## src/rtl/uart_program_loader_if.sv

```systemverilog
// uart_program_loader_if: UART byte stream and memory write port bundle for the boot loader
interface uart_program_loader_if #(
  parameter int ADDR_W = 10
);
  logic [7:0] rx_data;
  logic rx_valid;
  logic rx_ferr;
  logic [7:0] tx_data;
  logic tx_start;
  logic tx_busy;
  logic imem_we;
  logic dmem_we;
  logic [ADDR_W-1:0] mem_addr;
  logic [31:0] mem_wdata;
  logic load_done;
  logic rx_error;
  modport master (
    input rx_data, rx_valid, rx_ferr, tx_busy,
    output tx_data, tx_start, imem_we, dmem_we, mem_addr, mem_wdata, load_done, rx_error
  );
  modport slave (
    output rx_data, rx_valid, rx_ferr, tx_busy,
    input tx_data, tx_start, imem_we, dmem_we, mem_addr, mem_wdata, load_done, rx_error
  );
endinterface

```

## src/rtl/uart_program_loader.sv

```systemverilog
// uart_program_loader: handshakes with the host over UART and streams program/data images into memory
module uart_program_loader #(
  parameter int PROG_BYTES = 37,
  parameter int DATA_BYTES = 4,
  parameter int ADDR_W = 10
) (
  input logic clk,
  input logic reset,
  uart_program_loader_if.master bus
);
  typedef enum logic [2:0] {SEND_RDY, TX_WAIT, RX_PROG, SEND_REQ, RX_DATA, DONE} state_t;
  localparam logic [10:0] PB = 11'(PROG_BYTES);
  localparam logic [10:0] DB = 11'(DATA_BYTES);
  state_t state, state_n, ret;
  logic first, send, rx_win, take, word_end;
  logic tx_start, imem_we, dmem_we, load_done, rx_error;
  logic [10:0] cnt, cnt_max;
  logic [ADDR_W-1:0] widx, mem_addr;
  logic [31:0] asm_w, word, mem_wdata;
  logic [7:0] tx_data;
  // byte acceptance window and little-endian merge of the incoming byte into the partial word
  always_comb begin
    rx_win = state == RX_PROG || state == RX_DATA;
    cnt_max = state == RX_PROG ? PB : DB;
    take = rx_win && bus.rx_valid && !bus.rx_ferr && cnt < cnt_max;
    word = asm_w | (32'(bus.rx_data) << {cnt[1:0], 3'b000});
    word_end = cnt[1:0] == 2'd3 || cnt + 11'd1 == cnt_max;
  end
  // next-state logic; an image phase ends once its last word's strobe is out
  always_comb begin
    state_n = state;
    send = 1'b0;
    case (state)
      SEND_RDY, SEND_REQ: if (!bus.tx_busy) begin
        send = 1'b1;
        state_n = TX_WAIT;
      end
      TX_WAIT: if (!first && !bus.tx_busy) state_n = ret;
      RX_PROG: if (imem_we && cnt == PB) state_n = DATA_BYTES == 0 ? DONE : SEND_REQ;
      RX_DATA: if (dmem_we && cnt == DB) state_n = DONE;
      default: ;
    endcase
  end
  // state register; first masks tx_busy until uart_tx has seen the start pulse
  always_ff @(posedge clk or posedge reset) begin
    if (reset) begin
      state <= SEND_RDY;
      ret <= RX_PROG;
      first <= 1'b0;
    end else begin
      state <= state_n;
      first <= send;
      if (send) ret <= state == SEND_RDY ? RX_PROG : RX_DATA;
    end
  end
  // tx request, word assembly, write port and status flags
  always_ff @(posedge clk or posedge reset) begin
    if (reset) begin
      tx_start <= 1'b0;
      tx_data <= '0;
      imem_we <= 1'b0;
      dmem_we <= 1'b0;
      load_done <= 1'b0;
      rx_error <= 1'b0;
      cnt <= '0;
      widx <= '0;
      asm_w <= '0;
      mem_addr <= '0;
      mem_wdata <= '0;
    end else begin
      tx_start <= send;
      if (send) tx_data <= state == SEND_RDY ? 8'h99 : 8'hAA;
      imem_we <= take && word_end && state == RX_PROG;
      dmem_we <= take && word_end && state == RX_DATA;
      load_done <= state_n == DONE;
      if (rx_win && bus.rx_valid && bus.rx_ferr) rx_error <= 1'b1;
      if (send) begin
        cnt <= '0;
        widx <= '0;
        asm_w <= '0;
      end else if (take) begin
        cnt <= cnt + 11'd1;
        asm_w <= word_end ? '0 : word;
        if (word_end) begin
          mem_wdata <= word;
          mem_addr <= widx;
          widx <= widx + 1'b1;
        end
      end
    end
  end
  assign bus.tx_start = tx_start;
  assign bus.tx_data = tx_data;
  assign bus.imem_we = imem_we;
  assign bus.dmem_we = dmem_we;
  assign bus.mem_addr = mem_addr;
  assign bus.mem_wdata = mem_wdata;
  assign bus.load_done = load_done;
  assign bus.rx_error = rx_error;
endmodule

```

## src/flat_wrapper.sv

```systemverilog
// flat-port wrapper written by rule: the top's interface ports become plain ports
module uart_program_loader_flat 
#(
  parameter int PROG_BYTES = 37,
  parameter int DATA_BYTES = 4,
  parameter int ADDR_W = 10
)
  (clk, reset, bus_rx_data, bus_rx_valid, bus_rx_ferr, bus_tx_busy, bus_tx_data, bus_tx_start, bus_imem_we, bus_dmem_we, bus_mem_addr, bus_mem_wdata, bus_load_done, bus_rx_error);
  uart_program_loader_if #(.ADDR_W(ADDR_W)) bus_i ();
  input logic clk;
  input logic reset;
  input wire logic [$bits(bus_i.rx_data)-1:0] bus_rx_data;
  input wire logic [$bits(bus_i.rx_valid)-1:0] bus_rx_valid;
  input wire logic [$bits(bus_i.rx_ferr)-1:0] bus_rx_ferr;
  input wire logic [$bits(bus_i.tx_busy)-1:0] bus_tx_busy;
  output wire logic [$bits(bus_i.tx_data)-1:0] bus_tx_data;
  output wire logic [$bits(bus_i.tx_start)-1:0] bus_tx_start;
  output wire logic [$bits(bus_i.imem_we)-1:0] bus_imem_we;
  output wire logic [$bits(bus_i.dmem_we)-1:0] bus_dmem_we;
  output wire logic [$bits(bus_i.mem_addr)-1:0] bus_mem_addr;
  output wire logic [$bits(bus_i.mem_wdata)-1:0] bus_mem_wdata;
  output wire logic [$bits(bus_i.load_done)-1:0] bus_load_done;
  output wire logic [$bits(bus_i.rx_error)-1:0] bus_rx_error;
  assign bus_i.rx_data = bus_rx_data;
  assign bus_i.rx_valid = bus_rx_valid;
  assign bus_i.rx_ferr = bus_rx_ferr;
  assign bus_i.tx_busy = bus_tx_busy;
  assign bus_tx_data = bus_i.tx_data;
  assign bus_tx_start = bus_i.tx_start;
  assign bus_imem_we = bus_i.imem_we;
  assign bus_dmem_we = bus_i.dmem_we;
  assign bus_mem_addr = bus_i.mem_addr;
  assign bus_mem_wdata = bus_i.mem_wdata;
  assign bus_load_done = bus_i.load_done;
  assign bus_rx_error = bus_i.rx_error;
  uart_program_loader #(.PROG_BYTES(PROG_BYTES), .DATA_BYTES(DATA_BYTES), .ADDR_W(ADDR_W)) u_core (.clk(clk), .reset(reset), .bus(bus_i));
endmodule
```

## config.mk

```make
export PLATFORM = sky130hd
export DESIGN_NAME = uart_program_loader_flat
export DESIGN_NICKNAME = d
export VERILOG_FILES = /design/src/rtl/uart_program_loader_if.sv /design/src/rtl/uart_program_loader.sv /design/src/flat_wrapper.sv
export SDC_FILE = /design/constraint.sdc
export NUM_CORES = 1
export LEC_CHECK = 0
export CAP_MARGIN = 15
export CORE_ASPECT_RATIO = 2
export CORE_MARGIN = 4
export CORE_UTILIZATION = 54
export DETAILED_ROUTE_END_ITERATION = 10
export PLACE_DENSITY_LB_ADDON = 0.08
export SKIP_LAST_GASP = 1
export SYNTH_ARGS = -nofsm -noshare
export SYNTH_HDL_FRONTEND = slang
export SYNTH_SLANG_ARGS = --single-unit
```

## constraint.sdc

```tcl
create_clock -name clk -period 4.53 [get_ports clk]
set_input_delay 0.453 -clock clk [delete_from_list [all_inputs] [get_ports clk]]
set_output_delay 0.453 -clock clk [all_outputs]
set_load 0.03 [all_outputs]
```

==> Word-level counts from Yosys, hierarchy flattened <==
Index checks and enable logic that the tools add are counted.
{ "totals": {"word_cells": 67, "in_bits": 13, "latchBits": 0, "output_inout_bits": 55, "memories": 0, "ram_bits": 0, "reg_bits": 114, "romBits": 0} }
{ "classes": {"magnitude_cmp": 1, "eq_ne": 9, "n_reduce_logical": 21, "muxes": 18, "mul": 0, "bitwise_logic": 2, "div": 0, "add_sub_neg": 2, "n_shift": 1} }
{ "op_table": {"columns": ["op", "count"], "rows": [
  ["2-to-1 mux 32 bit", 3],
  ["bitwise OR 32 bit", 1],
  ["left shift 8 x 5 -> 32 bit", 1],
  ["2-to-1 mux 10 bit", 3],
  ["2-to-1 mux 11 bit", 2],
  ["2-to-1 mux 3 bit", 5],
  ["2-to-1 mux 6 bit", 2],
  ["case mux 3 bit (4 select lines)", 1],
  ["adder 11 x 1 -> 11 bit, second input constant", 1],
  ["== test 11 bit", 1],
  ["== test 11 x 3 -> 1 bit, second input constant", 1],
  ["== test 11 x 6 -> 1 bit, second input constant", 1],
  ["< comparator 11 bit", 1],
  ["adder 10 x 1 -> 10 bit, second input constant", 1],
  ["logical AND 1 bit", 10],
  ["== test 3 x 2 -> 1 bit, second input constant", 2],
  ["== test 3 bit, second input constant", 2],
  ["nonzero test 2 bit", 2],
  ["== test 3 x 1 -> 1 bit, second input constant", 1],
  ["logical NOT 1 bit", 3],
  ["logical NOT 3 bit", 1],
  ["AND reduction 3 bit", 1],
  ["== test 2 bit, second input constant", 1],
  ["logical OR 1 bit", 2],
  ["other kinds (4)", 5]
]} }

==> Logic depth before layout (Yosys ltp) <==
Gate-level depths: netlist of run 1.
{ "logic_depth": {"word_depth": 7, "depth_mapped": 14} }

==> Worst setup path after synthesis of run 1 <==
OpenSTA, ideal clock, no wires.
{ "synth_path": {"kind": "reg2reg", "from": "reg u_core.state[2]", "to": "reg u_core.widx[6]", "arrival_ps": 2505, "path_stages_with_launch": 13, "synth_period_minus_slack_ps": 2615, "slack_ps": 1915, "required_time_ps": 4420, "path_cell_list": "dfrtp_1 buf_6 or3b_1 buf_2 inv_1 ha_1 nor4_1 o2111ai_2 a21o_1 buf_2 buf_6 o2bb2a_1 o41ai_1"} }
{ "synth_via": {"elab_chain_cells": 7} }
{ "synth_rtl": {"columns": ["item", "line_no", "text"], "rows": [
  ["start, declared", "uart_program_loader.sv:14", "state_t state, state_n, ret;"],
  ["start signal, assigned", "uart_program_loader.sv:51", "state <= state_n;"],
  ["branches (longest 7 deep; another with < comparator 11 bit)", null, null],
  ["end signal, assigned", "uart_program_loader.sv:87", "widx <= widx + 1'b1;"],
  ["end, declared", "uart_program_loader.sv:18", "logic [ADDR_W-1:0] widx, mem_addr;"]
]} }
Parallel ways; which one is timed is not known.
A chain may end at the register's enable or synchronous reset.

==> Worst setup path in the final report of run 1 <==
{ "layout_path": {"from": "reg u_core.state[1]", "to": "reg u_core.asm_w[10]"} }
{ "layout_via": {"elab_chain_cells": 7} }
{ "layout_rtl": {"columns": ["item", "line_no", "text"], "rows": [
  ["branches (longest 7 deep; another with < comparator 11 bit)", null, null],
  ["end signal, assigned", "uart_program_loader.sv:83", "asm_w <= word_end ? '0 : word;"],
  ["end, declared", "uart_program_loader.sv:19", "logic [31:0] asm_w, word, mem_wdata;"]
]} }
Parallel ways; which one is timed is not known. The select of a mux whose other input is x is not followed.

==> flow_summary.ini, run 1 <==
[clocking]
cts_root_buffer = clkbuf_16
path_clk_slew_ns = 0.07
cts.sinks = 107
cts_hold_buffers = 0
clk_latency_ns = 0.35
cts_tree = built
cts_setup_buffers = 0
numCtsBuffers = 9
cts.repair.resized = 0
cts_max_path_buffers = 2
htree_levels = 3

[global_routing]
grt_max_degree = 90
grt_pass1_wl_microns = 17600
gr-usage-all-layers_pct = 21.9
first_global_vias = 3540
grt_antenna_before_repair = 0
grt_busiest_layer = met2
grt_use_met1_pct = 27.0
met3_usage_pct = 4.24
grt_overflow = 0
grtUsageMet2_pct = 36.6

[die]
die_h_microns = 140
num_rows = 48
io_pins = 68
start_util_pct = 55.1
fp.dieW_microns = 74.2
die_area_sq_um = 10400
core_sq_um = 8590

[placement]
place.gp.congestion = 0.858
io_buffers = 65
dp.cells = 636
dpl.hpwl_microns = 7590

[sta]
slew_violations = 0
hold_violations = 0
tightestPinTransition_ns = 0.932
setup-violations-final = 0
setup_tns_ns = 0
slew_headroom_pct = 37.9
fin_crit_sh_pct = 74.2
fmax_mhz = 297
rsz0062_at_grt = false
period_needed_ns = 3.36
fin_skew_ns = 0.00942

[yosys]
ys_warn_count = 0
synthDistinctLibCells = 52
syn_area_sq_um = 4730
synth_edf_count = 0
synth-seq-cells = 107
ys_async_sr_fraction_pct = 100
synthCells = 500
synth_ff_type = dfrtp_1
synth_seq_area_share_pct = 56.6
syn_area_per_cell_sq_um = 9.46

[outcome]
outcome = completed

[final_layout]
antenna_cells = 0
drive_above_1_share_pct = 6.32
area_delta_synth_final_pct = 20.2
final.fill_count = 734
final_core_util_pct = 66.2
finish.net_count = 568
instances_no_fill = 654

[worst_setup_path]
r2r_end = u_core.asm_w[10]
path_class = flop to flop
rrSetupSlack_ns = 1.17
reg2reg_depth = 10
critPathRequiredTime_ns = 4.78
setup.worst_path.end_class = flop
timing.rr.start = u_core.state[1]
worstPathArrival_ns = 3.61
worstSetupStartpointType = flop
cp_max_fo = 27

[routing]
dr_total_vias = 3733
drt-initial-drc-count = 289
vias_per_cell = 5.71
post_drt_wl_per_cell_microns = 16.5
dr.pass1.iters = 4
drcViolationCount = 0
routed_wl_microns = 10800
postRouteAntennaNets = 0

[run]
drv_cap = 0

[power]
power.leakage_nw = 2.56
power-per-cell-area_nw_per_um2 = 569
ir_drop_mv = 0.407

[min_path]
min_path_type = input port to asynchronous set/reset pin
## logic make-up after synthesis
| logic type | Yosys count | synth area share, % |
|---|---|---|
| AOI/OAI and AO/OA | 153 | 18.1 |
| xor gates and xnor gates | 5 | 0.926 |
| adders and majority gates | 6 | 1.59 |
| buffers and inverters | 43 | 5.10 |
| DFF | 107 | 56.6 |
| other | 1 | 0.0792 |
| and+or+nand+nor | 185 | 17.6 |
## worst max-delay path, stage by stage, from the launching register on
cell and delay, ns:
dfrtp_1 0.53, or3b_1 0.48, ha_1 0.33, o21a_1 0.11, a31oi_1 0.04, nand4_1 0.11
buf_4 0.19, a22o_1 0.77, buf_4 0.37, nand2_2 0.10, o21ai_0 0.21
## through the flow
step                cell area, sq um  total power [mW]  hold WS (ns)  worst slack [ns]
floorplan                       4740              2.06         0.450              1.26
global placement                5340              2.42         0.443              1.31
detailed placement              5340              2.46         0.456              1.22
CTS                             5640              3.26         0.471              1.20
global route                    5690              3.43         0.421             0.924
finish                          5690              3.24         0.402              1.17
## placed cells by master, fill, tap and decap left out, types with 4 or more instances in the layout
cell type / netlist / layout
a21oi_1: 42 / 42
a31oi_1: 8 / 8
and3_1: 7 / 7
and4_1: 4 / 4
buf_4: 10 / 4
clkbuf_16: 0 / 9
clkdlybuf4s50_1: 0 / 65
dfrtp_1: 106 / 106
ha_1: 6 / 6
inv_1: 9 / 8
nand2_1: 126 / 126
nand2_2: 4 / 4
nand3_1: 5 / 5
nand4_1: 4 / 4
nor2_1: 16 / 16
o21ai_0: 79 / 79
## flip-flops by register name (all words and copies together) (netlist names)
name and cells:
u_core.asm_w 32, u_core.bus.dmem_we 1, u_core.bus.imem_we 1, u_core.bus.load_done 1, u_core.bus.mem_addr 10, u_core.bus.mem_wdata 32, u_core.bus.rx_error 1, u_core.bus.tx_data 3
u_core.cnt 11, u_core.first 1, u_core.ret 1, u_core.state 3, u_core.widx 10
## cell type report
cell class                      instances  area, sq um  area share [%]
Clock buffer                           13          260            4.57
Clock inverter                          3         43.8           0.770
Inverter                                9         36.3           0.638
Multi-Input combinational cell        351         1820            31.9
Sequential cell                       107         2680            47.1
Tap cell                              100          125            2.20
Timing Repair Buffer                   71          728            12.8
## how the worst max path moves through the flow
stage	to	from	cells after the start	slack [ns]
6_report	u_core.asm_w[10]	u_core.state[1]	10	1.17
5_1_grt	u_core.asm_w[0]	u_core.state[1]	10	0.92
4_1_cts	u_core.asm_w[10]	u_core.state[1]	10	1.20
3_5_place_dp	u_core.asm_w[10]	u_core.state[1]	10	1.22
3_3_place_gp	u_core.asm_w[17]	u_core.state[1]	10	1.31
2_1_floorplan	u_core.asm_w[0]	reset	1	1.26
## metal layers
metal | routed length, microns | part of all wire, % | vias up
met3 | 397 | 3.7 | 23
met5 | 0 | 0 | -
met4 | 279 | 2.6 | 0
met2 | 5740 | 53 | 90
li1 | - | - | 1801
met1 | 4390 | 41 | 1819
## cells in the mapped netlist, drive strengths merged, types with 3 or more instances
master    n  area share, %
nand2   130             11
dfrtp   106             56
o21ai    82            8.7
a21oi    42            4.4
buf      29            4.0
nor2     17            1.4
inv       9           0.71
a31oi     8            1.1
and3      7           0.93
ha        6            1.6
clkbuf    5           0.40
nand3     5           0.53
and2      4           0.58
and4      4           0.74
nand4     4           0.53
a21o      3           0.48
nand2b    3           0.40
nor3b     3           0.58
xor2      3           0.56
## where the power goes
group	internal (mW)	switching (mW)	total, mW
registers	1.22	0.195	1.41
clock network	0.461	0.336	0.797
logic	0.394	0.632	1.03
(Power assumes the default switching activity.)
==> inputs of run 2 (changes only) <==
==> constraint.sdc (replaced) <==
create_clock -name clk -period 3.1 [get_ports clk]
set_input_delay 0.31 -clock clk [delete_from_list [all_inputs] [get_ports clk]]
set_output_delay 0.31 -clock clk [all_outputs]
set_load 0.03 [all_outputs]
==> run 2 against run 1 <==
Net effect:
- die area is the same
- largest cell class unchanged
- register-to-register slack lost 1.0 ns
- non-clock buffer count increased by 4
- clock skew shrank 0.0029 ns
- cell count is 0.31% higher
- highest routed layer unchanged
- utilization increased by 0.26 points
- critical path type unchanged
- critical endpoint is now u_core.asm_w[14]
- setup slack got worse by 1.0 ns
- clock power rose by 38%
- wire length is 1.6% higher
==> flow_summary.ini, run 2 (synthesized netlist as in run 1, its figures left out) <==
[sta]
fin_skew_ns = 0.00655
slew_violations = 0
setup-violations-final = 0
period_needed_ns = 2.94
whs_ns = 0.456
hold_violations = 0
fin_crit_sh_pct = 94.7
fmax_mhz = 341
slew_headroom_pct = 63.7
rsz0062_at_grt = true
tightestPinTransition_ns = 0.537

[power]
power-per-cell-area_nw_per_um2 = 824
ir_drop_mv = 0.571
power_mw = 4.71
power.leakage_nw = 2.57

[routing]
dr.pass1.iters = 4
dr_total_vias = 3771
post_drt_wl_per_cell_microns = 16.7
top_layer_used = met4
drcViolationCount = 0
vias_per_cell = 5.75
wl_met2_microns = 5790
routed_wl_microns = 11000
drt-met1-wl_microns = 4230
dr_wl_met3_microns = 442
drt-initial-drc-count = 241
postRouteAntennaNets = 0

[placement]
dpl.hpwl_microns = 7910
io_buffers = 65
place.gp.congestion = 0.898
dp.cells = 642

[global_routing]
grt_overflow = 0
grt_antenna_before_repair = 0
grt_max_degree = 108
grt_pass1_wl_microns = 18200
first_global_vias = 3815
gr-usage-all-layers_pct = 22.6

[clocking]
htree_levels = 3
cts_max_path_buffers = 2
path_clk_slew_ns = 0.07
clk_latency_ns = 0.35
numCtsBuffers = 9
cts_tree = built
cts.sinks = 107
cts_root_buffer = clkbuf_16

[final_layout]
instances_no_fill = 656
reg_top3 = u_core.asm_w x32, u_core.bus.mem_wdata x32, u_core.cnt x11
antenna_cells = 0
layout_commonest_cell = nand2_1
drive_above_1_share_pct = 6.83
final_cell_mix = 126 x nand2_1, 106 x dfrtp_1, 79 x o21ai_0
area_delta_synth_final_pct = 20.7
finish.net_count = 572

[die]
die_area_sq_um = 10400
start_util_pct = 55.1
fp.dieW_microns = 74.2
die_h_microns = 140
io_pins = 68
core_sq_um = 8590
num_rows = 48

[worst_setup_path]
cp_max_fo = 39
worstSetupStartpointType = flop
setup.worst_path.end_class = flop
worstPathArrival_ns = 3.14
path_class = flop to flop
critPathRequiredTime_ns = 3.30

[run]
drv_cap = 0

[outcome]
outcome = completed

[min_path]
min_path_type = flop to flop
## run 2: changes by cell type in the layout (fill, tap and decap cells not counted), sizes merged
| cell | previous run | this run |
|---|---|---|
| buf | 6 | 10 |
| clkinv | 1 | 0 |
| clkbuf | 13 | 12 |
| inv | 10 | 8 |
| clkinvlp | 0 | 2 |
## run 2: worst max-delay path: stages, from the launching register on
cell and delay [ns]:
dfrtp_1 0.46, or3b_1 0.50, ha_1 0.33, o21a_1 0.12, a31oi_1 0.18, nand4_1 0.31
a22o_1 0.40, buf_12 0.22, nand2_1 0.13, o21ai_0 0.14
## run 2: worst paths after layout
| path | startpoint | cells past startpoint | end | slack (ns) |
|---|---|---|---|---|
| worst max-delay path | u_core.state[2] | 9 | u_core.asm_w[14] | 0.16 |
| worst min-delay path | u_core.bus.rx_error | 1 | u_core.bus.rx_error | 0.46 |
| worst max register to register | u_core.state[2] | 9 | u_core.asm_w[14] | 0.16 |
| worst min register to register | u_core.bus.rx_error | 1 | u_core.bus.rx_error | 0.46 |
| max in group asynchronous | reset | 3 | u_core.state[1] | 2.20 |
| min in group asynchronous | reset | 3 | u_core.bus.mem_wdata[16] | 0.49 |
## run 2: metal layers
metal | vias to the layer above | GRT usage, %
met1 | 1808 | 26.1
met5 | - | 0
met4 | 0 | 13.5
met2 | 111 | 37.9
li1 | 1814 | -
met3 | 38 | 4.02
## run 2: what timing repair did
action | 4_1_cts | 5_1_grt
buffers inserted | 0 | 0
hold buffers | 0 | 0
setup endpoints to repair | 0 | 18
gates resized for setup | 0 | 1
## run 2: final cells by class
class | count | area, sq um
multi-input combinational | 351 | 1820
tap | 100 | 125
inverter | 9 | 37.5
sequential | 107 | 2680
fill | 722 | 2880
clock buffer | 12 | 246
timing repair buffer | 75 | 763
clock inverter | 2 | 37.5
## run 2: through the flow
stage | setup WS, ns | area (sq um) | utilization, % | TNS, ns
final | 0.165 | 5710 | 66.5 | 0
after global routing | -0.0268 | 5710 | 66.5 | -0.0476
after CTS | 0.148 | 5710 | 66.4 | 0
after detailed placement | 0.186 | 5420 | 63.1 | 0
after global placement | 0.298 | 5420 | 63.1 | 0
after floorplan | 0.485 | 4740 | - | 0
## run 2: where the power goes
| group | internal [mW] | switching (mW) | total, mW |
|---|---|---|---|
| clock | 0.640 | 0.465 | 1.10 |
| sequential | 1.78 | 0.269 | 2.05 |
| combinational | 0.605 | 0.945 | 1.55 |
